===== config.mk =====
export PLATFORM = sky130hd
export DESIGN_NAME = stopwatch_ctrl
export DESIGN_NICKNAME = d
export VERILOG_FILES = /design/src/rtl/stopwatch_pkg.sv /design/src/rtl/stopwatch_ctrl_key_debounce.sv /design/src/rtl/stopwatch_ctrl.sv
export SDC_FILE = /design/constraint.sdc
export NUM_CORES = 1
export LEC_CHECK = 0
export ABC_AREA = 0
export BUFFER_PORTS_ARGS = -buffer_cell sky130_fd_sc_hd__buf_2
export CORE_MARGIN = 4
export CORE_UTILIZATION = 40
export CTS_CLUSTER_DIAMETER = 200
export DETAILED_ROUTE_END_ITERATION = 7
export GPL_TIMING_DRIVEN = 0
export PLACE_DENSITY = 0.58
export SLEW_MARGIN = 20
export SYNTH_ARGS = -nofsm -noshare
export SYNTH_HDL_FRONTEND = slang
export SYNTH_SLANG_ARGS = --single-unit

===== constraint.sdc =====
create_clock -name clk -period 2.65 [get_ports clk]
set_input_delay 0.265 -clock clk [delete_from_list [all_inputs] [get_ports clk]]
set_output_delay 0.265 -clock clk [all_outputs]
set_load 0.02 [all_outputs]

===== src/rtl/stopwatch_pkg.sv =====
`default_nettype none
// ---------------------------------------------------------------------------
// stopwatch_pkg : shared state encoding and constants for the stopwatch control
// Rev 1.0
// ---------------------------------------------------------------------------
package stopwatch_pkg;

  typedef enum logic [1:0] {
    IDLE = 2'd0,
    RUN  = 2'd1,
    LAP  = 2'd2,
    STOP = 2'd3
  } state_t;

  localparam logic [15:0] BCD_MAX                 = 16'h9999;
  localparam int          DIV_COUNT_DEFAULT       = 50000;
  localparam int          DEBOUNCE_CYCLES_DEFAULT = 500000;

endpackage : stopwatch_pkg
`default_nettype wire


===== src/rtl/stopwatch_ctrl_key_debounce.sv =====
`default_nettype none
// ---------------------------------------------------------------------------
// key_debounce : synchroniser, stable-count debouncer and press pulse for one
//                active-low push-button.  Rev 1.0
// ---------------------------------------------------------------------------
module key_debounce
  import stopwatch_pkg::*;
#(
  parameter int DEBOUNCE_CYCLES = DEBOUNCE_CYCLES_DEFAULT
) (
  input  logic clk,
  input  logic reset,
  input  logic key_n,
  output logic press
);

  localparam int                 C_CNT_W    = $clog2(DEBOUNCE_CYCLES + 1);
  localparam logic [C_CNT_W-1:0] C_CNT_LAST = C_CNT_W'(DEBOUNCE_CYCLES - 1);

  logic               r_sync1;
  logic               r_sync2;
  logic               r_level;
  logic [C_CNT_W-1:0] r_cnt;

  always_ff @(posedge clk) begin
    if (reset) begin
      r_sync1 <= 1'b1;
      r_sync2 <= 1'b1;
      r_level <= 1'b1;
      r_cnt   <= '0;
      press   <= 1'b0;
    end else begin
      r_sync1 <= key_n;
      r_sync2 <= r_sync1;
      press   <= 1'b0;
      // Any sample equal to the accepted level restarts the stability count
      if (r_sync2 == r_level) begin
        r_cnt <= '0;
      end else if (r_cnt == C_CNT_LAST) begin
        r_level <= r_sync2;
        r_cnt   <= '0;
        press   <= ~r_sync2;
      end else begin
        r_cnt <= r_cnt + 1'b1;
      end
    end
  end

endmodule : key_debounce
`default_nettype wire


===== src/rtl/stopwatch_ctrl.sv =====
`default_nettype none
// ---------------------------------------------------------------------------
// stopwatch_ctrl : key handling, 1 kHz tick divider, lap hold and overflow FSM
//                  for the four-digit BCD stopwatch.  Rev 1.0
// ---------------------------------------------------------------------------
module stopwatch_ctrl
  import stopwatch_pkg::*;
#(
  parameter int DIV_COUNT       = DIV_COUNT_DEFAULT,
  parameter int DEBOUNCE_CYCLES = DEBOUNCE_CYCLES_DEFAULT,
  parameter bit WRAP            = 1'b0
) (
  input  logic        clk,
  input  logic        reset,
  input  logic        key_ss_n,
  input  logic        key_lr_n,
  input  logic [15:0] count_in,
  output logic        tick_en,
  output logic        cnt_clear,
  output logic [15:0] disp_digits,
  output logic        running,
  output logic        lap_active,
  output logic        overflow
);

  localparam int                 C_DIV_W    = (DIV_COUNT > 1) ? $clog2(DIV_COUNT) : 1;
  localparam logic [C_DIV_W-1:0] C_DIV_LAST = C_DIV_W'(DIV_COUNT - 1);

  logic w_ss;
  logic w_lr;

  key_debounce #(.DEBOUNCE_CYCLES(DEBOUNCE_CYCLES)) u_key_ss (
    .clk   (clk),
    .reset (reset),
    .key_n (key_ss_n),
    .press (w_ss)
  );

  key_debounce #(.DEBOUNCE_CYCLES(DEBOUNCE_CYCLES)) u_key_lr (
    .clk   (clk),
    .reset (reset),
    .key_n (key_lr_n),
    .press (w_lr)
  );

  state_t             r_state;
  logic [C_DIV_W-1:0] r_div;
  logic [15:0]        r_hold;

  state_t             w_state_nxt;
  logic [C_DIV_W-1:0] w_div_nxt;
  logic [15:0]        w_hold_nxt;
  logic               w_ovf_nxt;
  logic               w_clear_nxt;
  logic               w_active;
  logic               w_active_nxt;
  logic               w_tick_nxt;

  always_comb begin
    w_state_nxt = r_state;
    w_div_nxt   = r_div;
    w_hold_nxt  = r_hold;
    w_ovf_nxt   = overflow;
    w_clear_nxt = 1'b0;
    w_active    = (r_state == RUN) || (r_state == LAP);

    if (w_active) begin
      w_div_nxt = (r_div == C_DIV_LAST) ? '0 : r_div + 1'b1;
    end

    // Start/stop is tested first so it wins over a same-cycle lap/reset
    case (r_state)
      IDLE: begin
        if (w_ss) begin
          w_state_nxt = RUN;
        end else if (w_lr) begin
          w_clear_nxt = 1'b1;
        end
      end
      RUN: begin
        if (w_ss) begin
          w_state_nxt = STOP;
        end else if (w_lr) begin
          w_state_nxt = LAP;
          w_hold_nxt  = count_in;
        end
      end
      LAP: begin
        if (w_ss) begin
          w_state_nxt = STOP;
        end else if (w_lr) begin
          w_state_nxt = RUN;
        end
      end
      STOP: begin
        if (w_ss) begin
          if (!overflow) begin
            w_state_nxt = RUN;
          end
        end else if (w_lr) begin
          w_state_nxt = IDLE;
          w_clear_nxt = 1'b1;
          w_ovf_nxt   = 1'b0;
          w_div_nxt   = '0;
        end
      end
      default: begin
        w_state_nxt = IDLE;
        w_div_nxt   = '0;
      end
    endcase

    if (w_active && (r_div == C_DIV_LAST) && (count_in == BCD_MAX)) begin
      w_ovf_nxt = 1'b1;
      if (!WRAP) begin
        w_state_nxt = STOP;
      end
    end

    // tick_en is registered one cycle ahead; count_in only moves after a
    // tick, so its value now is the value it will hold in the tick cycle.
    w_active_nxt = (w_state_nxt == RUN) || (w_state_nxt == LAP);
    w_tick_nxt   = w_active_nxt && (w_div_nxt == C_DIV_LAST) &&
                   !(!WRAP && (count_in == BCD_MAX));
  end

  always_ff @(posedge clk) begin
    if (reset) begin
      r_state    <= IDLE;
      r_div      <= '0;
      r_hold     <= '0;
      overflow   <= 1'b0;
      tick_en    <= 1'b0;
      cnt_clear  <= 1'b1;
      running    <= 1'b0;
      lap_active <= 1'b0;
    end else begin
      r_state    <= w_state_nxt;
      r_div      <= w_div_nxt;
      r_hold     <= w_hold_nxt;
      overflow   <= w_ovf_nxt;
      tick_en    <= w_tick_nxt;
      cnt_clear  <= w_clear_nxt;
      running    <= w_active_nxt;
      lap_active <= (w_state_nxt == LAP);
    end
  end

  assign disp_digits = (r_state == LAP) ? r_hold : count_in;

endmodule : stopwatch_ctrl
`default_nettype wire


-- After elaboration in Yosys (flattened, before gate mapping)
Index checks and enable logic that the tools add are counted.
- $add $sub $neg: 3
- reductions and logical operators: 19
- muxes and demuxes: 23
- equality and inequality tests: 13
- bitwise gates (word level): 7
- operators with widths (cell ; number):
    16-bit two-way mux ; 6
    16-bit == test (second input constant) ; 3
    19-bit by 1-bit adder with 19-bit output (second input constant) ; 2
    19-bit == test (second input constant) ; 2
    2-bit two-way mux ; 9
    16-bit by 1-bit adder with 16-bit output (second input constant) ; 1
    3-bit OR reduction ; 4
    2-bit case mux with 4 select lines ; 1
    1-bit two-way mux ; 7
    1-bit NOT ; 7
    2-bit == test (second input constant) ; 3
    3-bit AND reduction ; 2
    2-bit by 1-bit == test with 1-bit output (second input constant) ; 2
    1-bit logical AND ; 4
    2-bit AND reduction ; 2
    2-bit nonzero test ; 2
    1-bit == test ; 2
    2-bit logical NOT ; 1
    1-bit logical OR ; 2
    2-bit != test (second input constant) ; 1
    2-bit OR reduction ; 1
    1-bit logical NOT ; 1
- logic and storage cells: 83
- bits in registers: 85
- input bits: 20

-- Longest topological paths before layout
Gate-level depths: netlist of the first run.
- depth after elaboration: 9
- gate-level depth with buffers: 12
- gate-level depth less buffers: 11

-- Hierarchy
Synthesis of the first run repeated with hierarchy kept, for this count alone.
- cell total of the unflattened synthesis: 480
- area, all modules: 4211.5 um^2
- modules (own cells, without submodules) (module ; cells an instance ; times used ; area each (um^2)):
    stopwatch_ctrl ; 258 ; 1 ; 2177.1
    key_debounce ; 111 ; 2 ; 1017.2

-- Worst setup path after synthesis of the first run
OpenSTA, ideal clock, no wires.
- path kind: reg-to-reg
- from: register r_state[1]
- to: register tick_en
- setup slack: 0.311 ns
- arrival: 2.278 ns
- stages on the path, launching flop included: 13
- buffers on the path: 2
- path through: dfxtp_1 > inv_1 > ha_1 > buf_6 > and4_1 > buf_2 > nand4_1 > o21a_1 > ha_1 > nor3_1 > nand4_1 > nor3_1 > and4b_1
- cells in the longest elaborated chain, start to end: 9
- elaborated cells between the ends (all ways): 27
- those cells by class: eq/ne: 6; mux: 14; reduce/logical: 7
- ends and longest elaborated chain (item ; line ; RTL):
    start: declaration ; stopwatch_ctrl.sv:46 ; state_t r_state;
    start signal: assignment ; stopwatch_ctrl.sv:138 ; r_state <= w_state_nxt;
    2-bit by 1-bit == test with 1-bit output / 2-bit == test (equally long branches) ; stopwatch_ctrl.sv:65, stopwatch_ctrl.sv:72 ;
    1-bit logical OR ; stopwatch_ctrl.sv:65 ; w_active = (r_state == RUN) || (r_state == LAP);
    16-bit two-way mux / 1-bit logical AND (equally long branches) ; stopwatch_ctrl.sv:67, stopwatch_ctrl.sv:113 ;
    16-bit two-way mux / 1-bit logical AND (equally long branches) ; stopwatch_ctrl.sv:100, stopwatch_ctrl.sv:113 ;
    16-bit two-way mux / 2-bit two-way mux (equally long branches) ; stopwatch_ctrl.sv:96, stopwatch_ctrl.sv:113 ;
    16-bit two-way mux (tied with other cells) ; stopwatch_ctrl.sv:72 ; case (r_state)
    16-bit == test / 1-bit logical OR (equally long branches) ; stopwatch_ctrl.sv:123, stopwatch_ctrl.sv:122 ;
    1-bit logical AND (*) (2 in series) ; stopwatch_ctrl.sv:123 ; w_tick_nxt = w_active_nxt && (w_div_nxt == C_DIV_LAST) &&
    end signal: assignment ; stopwatch_ctrl.sv:142 ; tick_en <= w_tick_nxt;
    end: declaration ; stopwatch_ctrl.sv:18 ; output logic tick_en,
Mark *: on every way between the ends. The rest lies on a longest branch, timed or not.
A chain may end at the register's enable or synchronous reset.

-- Worst setup path in the final report of the first run
- from: register r_state[0]
- to: register tick_en
- cells in the longest elaborated chain, start to end: 9
- elaborated cells between the ends (all ways): 27
- those cells by class: eq/ne: 6; mux: 14; reduce/logical: 7
- ends and longest elaborated chain (item ; line ; RTL):
    parallel branches: the longest is 4 deep, another holds 2-bit case mux with 4 select lines ; - ;
    2-bit two-way mux (*) ; stopwatch_ctrl.sv:113 ; if (w_active && (r_div == C_DIV_LAST) && (count_in == BCD_MAX)) begin
    via w_state_nxt[1] ; stopwatch_ctrl.sv:50 ; state_t w_state_nxt;
    2-bit by 1-bit == test with 1-bit output / 2-bit == test (equally long branches) ; stopwatch_ctrl.sv:122 ; w_active_nxt = (w_state_nxt == RUN) || (w_state_nxt == LAP);
    1-bit logical OR (*) ; stopwatch_ctrl.sv:122 ;
    1-bit logical AND (*) (2 in series) ; stopwatch_ctrl.sv:123 ;
Mark *: on every way through the listed nets, which the timed path passes.

==> flow_summary.toml, run 1 <==
[placement]
place.detailed.instances = 625
place_ws_ns = -0.1082
port-buffer-count = 40
gp_congestion = 0.7691
place_hpwl_um = 5490

[yosys]
synth_enable_flop_cells = 0
synth-async-reset-ratio_pct = 0
synthCells = 452
synth_largest_area_cell = "sky130_fd_sc_hd__dfxtp_1"
ys_ff_latch = 85
post_synth_num_cell_types = 50
syn_area_um2 = 3979
synth_seq_area_share_pct = 42.77
yosysTopAreaCellShare_pct = 42.77
avgSynthCellArea_um2 = 8.803
synth-main-ff-cell = "sky130_fd_sc_hd__dfxtp_1"
synth_warnings = 0
synth_area_leaders = "sky130_fd_sc_hd__dfxtp_1 (43%), sky130_fd_sc_hd__nor2_1 (6.3%), sky130_fd_sc_hd__xor2_1 (6.2%)"
synth_fp_nets = 480

[critical_path]
critical_path.startpoint_type = "register"
timing_worst_setup_path_type = "register to register"
timing.critical_path.arrival_ns = 2.83
critPathCaptureType = "register"
critical-path-top-delay-family = "compound AO/OA/AOI/OAI gates"
crit_path_cell_trace = "inv_1, ha_1, buf_2, a311o_1, a21oi_1, o311ai_4, ha_4, nor3_2, nand4_1, nor3_2, and4b_1"
critPathRequiredTime_ns = 2.95
cell_with_the_largest_stage_delay_on_the_worst_path = "sky130_fd_sc_hd__a311o_1"
crit_path_frequent_cell = "sky130_fd_sc_hd__nor3_2"
cp.buffers_inverters = 2
worst-path-max-fanout = 10
timing.critical_path.slowest_cell_delay_ns = 0.36
regToRegSetupSlack_ns = 0.11

[die]
placeableCoreArea_um2 = 9729
chipHeight_um = 107.7
core.rowCount = 36
floorplan.io_pins = 41
die_area_um2 = 11610
initial_utilization_pct = 40.90
floorplan.die.width_um = 107.7

[timing]
post-route-worst-setup-slack_ns = 0.1135
timing.final.setup_violations = 0
fin_skew_ns = 0.007047
max-slew-margin-rel_pct = 62.49
timing.final.max_slew_violations = 0
timing.fmax_mhz = 394.2
finalHoldViolations = 0
layout_worst_path_cycle_share_pct = 95.72
final.hold.worst_slack_ns = 0.08244
worst_slew_pin_slew_ns = 0.5627
min_period_ns = 2.537

[global_routing]
initial_antenna_violation_count = 0
grt_remaining_overflow = 0
grt_pass1_wl_um = 13790
largest_net_degree_at_the_start_of_global_routing = 15
first_global_vias = 3099
grt_usage_pct = 14.48

[cts]
clk_path_buf_depth = 2
tritoncts = "yes"
htreeDepth = 3
cts_hold_buffers = 0
cts_num_sinks = 85
clockRootBuffer = "sky130_fd_sc_hd__clkbuf_8"
tritoncts.num_buffers = 9
insertion_delay_ns = 0.36
worst_path_clk_slew_ns = 0.09

[finish]
antenna_cells_inserted = 0
final_layout_size_suffix_gt1_share_pct = 20.39
final_cell_mix = "sky130_fd_sc_hd__dfxtp_1 (83), sky130_fd_sc_hd__nor2_1 (67), sky130_fd_sc_hd__nand2_1 (53)"
final_standard_cell_count_with_taps_included_and_fillers_excluded = 643
final_common_cell = "sky130_fd_sc_hd__dfxtp_1"
num-nets-final = 533
sequential_cell_area_um2 = 1704
final.fill_count = 968
syn2layout_area_growth_pct = 16.45
area_occupied_by_multi_input_gates_um2 = 2151

[power_and_ir_drop]
power_density_nw_per_um2 = 519.0
leakagePower_uw = 0.001641
peakVddDrop_v = 0.0002653

[route]
ant_nets = 0
wire_per_inst_um = 12.19
dr_total_vias = 3163
route.final.wire_length_um = 7841
vias_per_cell = 4.919
dr.first_iter.drc_count = 122
route.detailed.drc = 0
drt-pass1-iter-count = 4

[hold_path]
hold_path.class = "primary input to register"

[job]
max_cap_violations = 0

[outcome]
outcome = "finished clean"
## worst paths after layout
path | end | cells past startpoint | start
hold reg to reg | u_key_ss.r_sync2$_SDFF_PP1_ | 1 | u_key_ss.r_sync1$_SDFF_PP1_
setup / recovery | tick_en$_SDFF_PP0_ | 11 | r_state[0]$_SDFF_PP0_
setup reg to reg | tick_en$_SDFF_PP0_ | 11 | r_state[0]$_SDFF_PP0_
hold / removal | u_key_ss.r_sync1$_SDFF_PP1_ | 2 | key_ss_n
## routing by layer
layer / track usage, % / share of wire [%] / vias to the layer above
met1: 18.90 / 50 / 1467
li1: - / - / 1639
met4: 4.509 / 0.98 / 0
met3: 3.539 / 3.6 / 6
met5: 0 / 0 / -
met2: 23.58 / 46 / 51
## report_power, final
group | internal (uW) | total, uW | switching [uW]
Sequential | 1280 | 1280 | 2.73
Combinational | 41.3 | 97.5 | 56.3
Clock | 555 | 1020 | 469
Total | 1880 | 2400 | 528
## cell families after synthesis
logic type / count (synthesis) / share of synthesized area (%)
simple gates: 223 / 28.68
flops: 85 / 42.77
fa+ha+maj: 8 / 2.516
mux: 19 / 5.314
xor+xnor: 52 / 11.45
compound gates: 34 / 5.095
buf+inv: 31 / 4.182
## state kept, by name, summed over array words and instances (netlist names)
signal / flops
cnt_clear: 1
lap_active: 1
overflow: 1
r_div: 16
r_hold: 16
r_state: 2
running: 1
tick_en: 1
u_key_lr.press: 1
u_key_lr.r_cnt: 19
u_key_lr.r_level: 1
u_key_lr.r_sync1: 1
u_key_lr.r_sync2: 1
u_key_ss.press: 1
u_key_ss.r_cnt: 19
u_key_ss.r_level: 1
u_key_ss.r_sync1: 1
u_key_ss.r_sync2: 1
## synth_stat cells (8+ instances only)
cell,instances
sky130_fd_sc_hd__xnor2_1,24
sky130_fd_sc_hd__mux2_2,17
sky130_fd_sc_hd__nand4_1,15
sky130_fd_sc_hd__inv_1,12
sky130_fd_sc_hd__a21oi_1,20
sky130_fd_sc_hd__nor2_1,67
sky130_fd_sc_hd__nor3_1,9
sky130_fd_sc_hd__ha_1,8
sky130_fd_sc_hd__nand3_1,20
sky130_fd_sc_hd__xor2_1,28
sky130_fd_sc_hd__nand2_1,53
sky130_fd_sc_hd__dfxtp_1,85
## through the flow
stage                TNS, ns  utilization, %  area (um2)  power [uW]
detailed placement   -0.1082           44.66        4345        1411
finish                     0           47.62        4633        2405
global placement    -0.06565           44.66        4345        1411
CTS                        0           47.20        4592        2440
floorplan                  0               -        3979        1369
global route        -0.01580           47.62        4633        2496
## area by class of cell
class / instances / area share, %
clock inverter: 6 / 1.863
inverter: 12 / 0.9722
tap: 133 / 3.592
clock buffer: 10 / 2.971
multi-input combinational: 336 / 46.42
timing repair buffer: 42 / 4.645
buffer: 19 / 2.755
sequential: 85 / 36.78
## repair_timing
| action | in CTS | in global routing |
|---|---|---|
| gates resized for setup | 6 | 4 |
| setup endpoints to repair | 1 | 1 |
| pin swaps | 2 | 2 |
| buffers inserted | 0 | 2 |
Note: power is estimated with default switching activity, not from simulation.
==> run 2, diff against run 1 <==
--- a/config.mk
+++ b/config.mk
@@ -5,7 +5,7 @@
 export SDC_FILE = /design/constraint.sdc
 export NUM_CORES = 1
 export LEC_CHECK = 0
-export ABC_AREA = 0
+export ABC_AREA = 1
 export BUFFER_PORTS_ARGS = -buffer_cell sky130_fd_sc_hd__buf_2
 export CORE_MARGIN = 4
 export CORE_UTILIZATION = 40
==> run 2 against run 1 <==
Effect of this change:
- sequential power is essentially flat
- largest power group unchanged
- register-to-register slack better by 0.14 ns
- flip-flop and latch count is the same
- wire length is 21% higher
- maximum frequency is 5.9% higher
- via count increased by 25%
- area after synthesis grew 7.5%
- first-iteration DRC count increased by 48%
- cell area rose by 7.5%
- power shrank 4.0%
- utilization is 0.40 points higher
- die area increased by 6.9%
- highest routed layer unchanged
==> flow_summary.toml, run 2 <==
[placement]
total_cell_area_at_the_placement_stage_um2 = 4647
place_hpwl_um = 7045
place_ws_ns = -0.3030
gp_congestion = 0.8971
port-buffer-count = 40

[finish]
final_layout_size_suffix_gt1_share_pct = 16.67
final_cell_mix = "sky130_fd_sc_hd__nand2_1 (134), sky130_fd_sc_hd__nor2_1 (111), sky130_fd_sc_hd__dfxtp_1 (83)"
final_common_cell = "sky130_fd_sc_hd__nand2_1"
final.fill_count = 1086
syn2layout_area_growth_pct = 16.44
reg_top3 = "u_key_lr.r_cnt: 19 flops, u_key_ss.r_cnt: 19 flops"
postLayoutCellArea_um2 = 4980
sequential_cell_area_um2 = 1704
num-nets-final = 708
area_occupied_by_multi_input_gates_um2 = 2311
fin_util_pct = 48.02
antenna_cells_inserted = 0

[timing]
post-route-worst-setup-slack_ns = 0.2558
worst_slew_pin_slew_ns = 0.4584
timing.fmax_mhz = 417.7
timing.final.max_slew_violations = 0
fin_skew_ns = 0.01235
timing.final.setup_violations = 0
layout_worst_path_cycle_share_pct = 90.35
max-slew-margin-rel_pct = 69.44
min_period_ns = 2.394
rsz0062_at_grt = "false"
finalHoldViolations = 0

[critical_path]
cell_with_the_largest_stage_delay_on_the_worst_path = "sky130_fd_sc_hd__dfxtp_2"
worst-path-max-fanout = 5
crit_path_cell_trace = "inv_2, ha_4, nand2_4, nor2_4, nand2_1, nor2_2, nand2_2, nand3_1, ha_4, nor2_2, nand3_1, nor2_1, nand3_1, nor2_1, nand3_1, nor2_1"
worstReg2RegStart = "r_state[1]$_SDFF_PP0_"
worstSetupPathDepth = 16
timing.critical_path.arrival_ns = 2.68
cp.buffers_inverters = 1
timing_worst_setup_path_type = "register to register"
crit_path_frequent_cell = "sky130_fd_sc_hd__nand3_1"
r2r-end = "tick_en$_SDFF_PP0_"
critical-path-top-delay-family = "simple AND/OR/NAND/NOR gates"
critPathCaptureType = "register"
critPathRequiredTime_ns = 2.93
timing.critical_path.slowest_cell_delay_ns = 0.35
ff2ff_path_depth = 16
critical_path.startpoint_type = "register"
regToRegSetupSlack_ns = 0.26

[power_and_ir_drop]
power_density_nw_per_um2 = 463.8
cellInternalPower_uw = 1792
peakVddDrop_v = 0.0002070
netSwitchingPower_uw = 517.8
leakagePower_uw = 0.002016
comb_power_share_pct = 4.0
seq_power_share_pct = 55.5
clockPowerShare_pct = 40.4
switching_share_pct = 22.42

[route]
dr_total_vias = 3953
wire_per_inst_um = 11.53
route.detailed.drc = 0
ant_nets = 0
vias_per_cell = 4.821
drt-pass1-iter-count = 7
dr.first_iter.drc_count = 181
route.final.wire_length_um = 9452

[die]
initial_utilization_pct = 41.24
chipHeight_um = 111.4
floorplan.io_pins = 41
die_area_um2 = 12410
placeableCoreArea_um2 = 10370
core.rowCount = 37
floorplan.die.width_um = 111.4

[yosys]
ys_ff_latch = 85
syn_area_um2 = 4277
synth-async-reset-ratio_pct = 0
avgSynthCellArea_um2 = 6.909
post_synth_num_cell_types = 34
most_common_cell_in_the_netlist = "sky130_fd_sc_hd__nand2_1"
synth-main-ff-cell = "sky130_fd_sc_hd__dfxtp_1"
synthCells = 619
yosysTopAreaCellShare_pct = 39.79
synth_fp_nets = 647
synth_seq_area_share_pct = 39.79
synth_enable_flop_cells = 0
synth_warnings = 0
synth_area_leaders = "sky130_fd_sc_hd__dfxtp_1 (40%), sky130_fd_sc_hd__nand2_1 (12%), sky130_fd_sc_hd__nor2_1 (9.9%)"
synth_largest_area_cell = "sky130_fd_sc_hd__dfxtp_1"
yosys-top-cells-count = "sky130_fd_sc_hd__nand2_1 (136), sky130_fd_sc_hd__nor2_1 (113), sky130_fd_sc_hd__dfxtp_1 (85)"

[cts]
clockRootBuffer = "sky130_fd_sc_hd__clkbuf_8"
clk_path_buf_depth = 2
htreeDepth = 3
worst_path_clk_slew_ns = 0.09
tritoncts.num_buffers = 9
cts_num_sinks = 85
insertion_delay_ns = 0.36
tritoncts = "yes"

[outcome]
outcome = "finished clean"

[global_routing]
first_global_vias = 3688
largest_net_degree_at_the_start_of_global_routing = 14
grt_remaining_overflow = 0
initial_antenna_violation_count = 0
grt_usage_pct = 15.40
grt_pass1_wl_um = 16170

[hold_path]
hold_path.class = "primary input to register"
worstHoldStart = "key_ss_n"
holdPathEnd = "u_key_ss.r_sync1$_SDFF_PP1_"
worst_hold_path.num_cells = 2

[job]
max_cap_violations = 0
==> run 2: cell count changes after synthesis, sizes merged, moves of 7 or more <==
| cell | delta |
|---|---|
| nor2 | +59 |
| nor3 | +9 |
| xnor2 | -19 |
| inv | +59 |
| mux2 | -17 |
| nand3 | +23 |
| and4 | -7 |
| and3 | -7 |
| o21ai | +28 |
| nand2 | +88 |
| xor2 | -9 |
| buf | -8 |
==> run 2: power groups by stage <==
stage	clock network, uW	logic [uW]	registers (uW)
2_1_floorplan	0	50.6	1310
3_3_place_gp	0	93.8	1310
3_5_place_dp	0	94.0	1310
4_1_cts	972	94.5	1280
5_1_grt	1030	103	1280
6_report	934	93.0	1280
==> run 2: cell families (layout without fill, tap and decap cells) <==
| family | Yosys count | count (layout) | synth area share (%) |
|---|---|---|---|
| AOI/OAI and AO/OA | 57 | 57 | 7.080 |
| and+or+nand+nor | 363 | 363 | 38.39 |
| xor gates and xnor gates | 24 | 24 | 4.915 |
| DFF | 85 | 85 | 39.79 |
| buffers and inverters | 82 | 147 | 7.490 |
| adders and majority gates | 8 | 8 | 2.341 |
==> run 2: through the flow <==
stage               total power [uW]  TNS [ns]  hold slack, ns  std cells
floorplan                       1364         0          0.3432        619
global placement                1407   -0.3111          0.3977        795
detailed placement              1407   -0.3030          0.3968        795
CTS                             2350         0         0.07127        812
global route                    2419         0         0.07587        820
finish                          2310         0         0.09093        820
==> run 2: layout make-up <==
| class | count | share of cell area, % |
|---|---|---|
| repair buffers | 50 | 5.528 |
| well taps | 136 | 3.417 |
| flip-flops and latches | 85 | 34.22 |
| clock inverters | 4 | 0.9548 |
| clock buffers | 11 | 3.040 |
| multi-input cells | 452 | 46.41 |
| inverters | 72 | 5.427 |
| plain buffers | 10 | 1.005 |
==> run 2: worst max-delay path by stage <==
stage | from | to
after floorplan | r_state[1]$_SDFF_PP0_ | tick_en$_SDFF_PP0_
after detailed placement | r_state[1]$_SDFF_PP0_ | tick_en$_SDFF_PP0_
after global routing | r_state[1]$_SDFF_PP0_ | tick_en$_SDFF_PP0_
after CTS | r_state[0]$_SDFF_PP0_ | tick_en$_SDFF_PP0_
after global placement | r_state[1]$_SDFF_PP0_ | tick_en$_SDFF_PP0_
final | r_state[1]$_SDFF_PP0_ | tick_en$_SDFF_PP0_
==> run 2: timing repair <==
| item | in CTS | in global routing |
|---|---|---|
| endpoints found under the hold margin | 0 | 0 |
| gates resized for setup | 6 | 9 |
| pin swaps | 1 | 10 |
| hold buffers | 0 | 0 |
| setup buffers | 2 | 8 |
| setup endpoints to repair | 1 | 1 |
==> run 2: metal layers <==
metal	vias to the layer above	global-route usage [%]	part of all wire, %
li1	2092	-	-
met1	1779	19.87	48
met2	71	25.09	46
met4	0	5.839	1.7
met5	-	0	0
met3	11	3.641	4.5
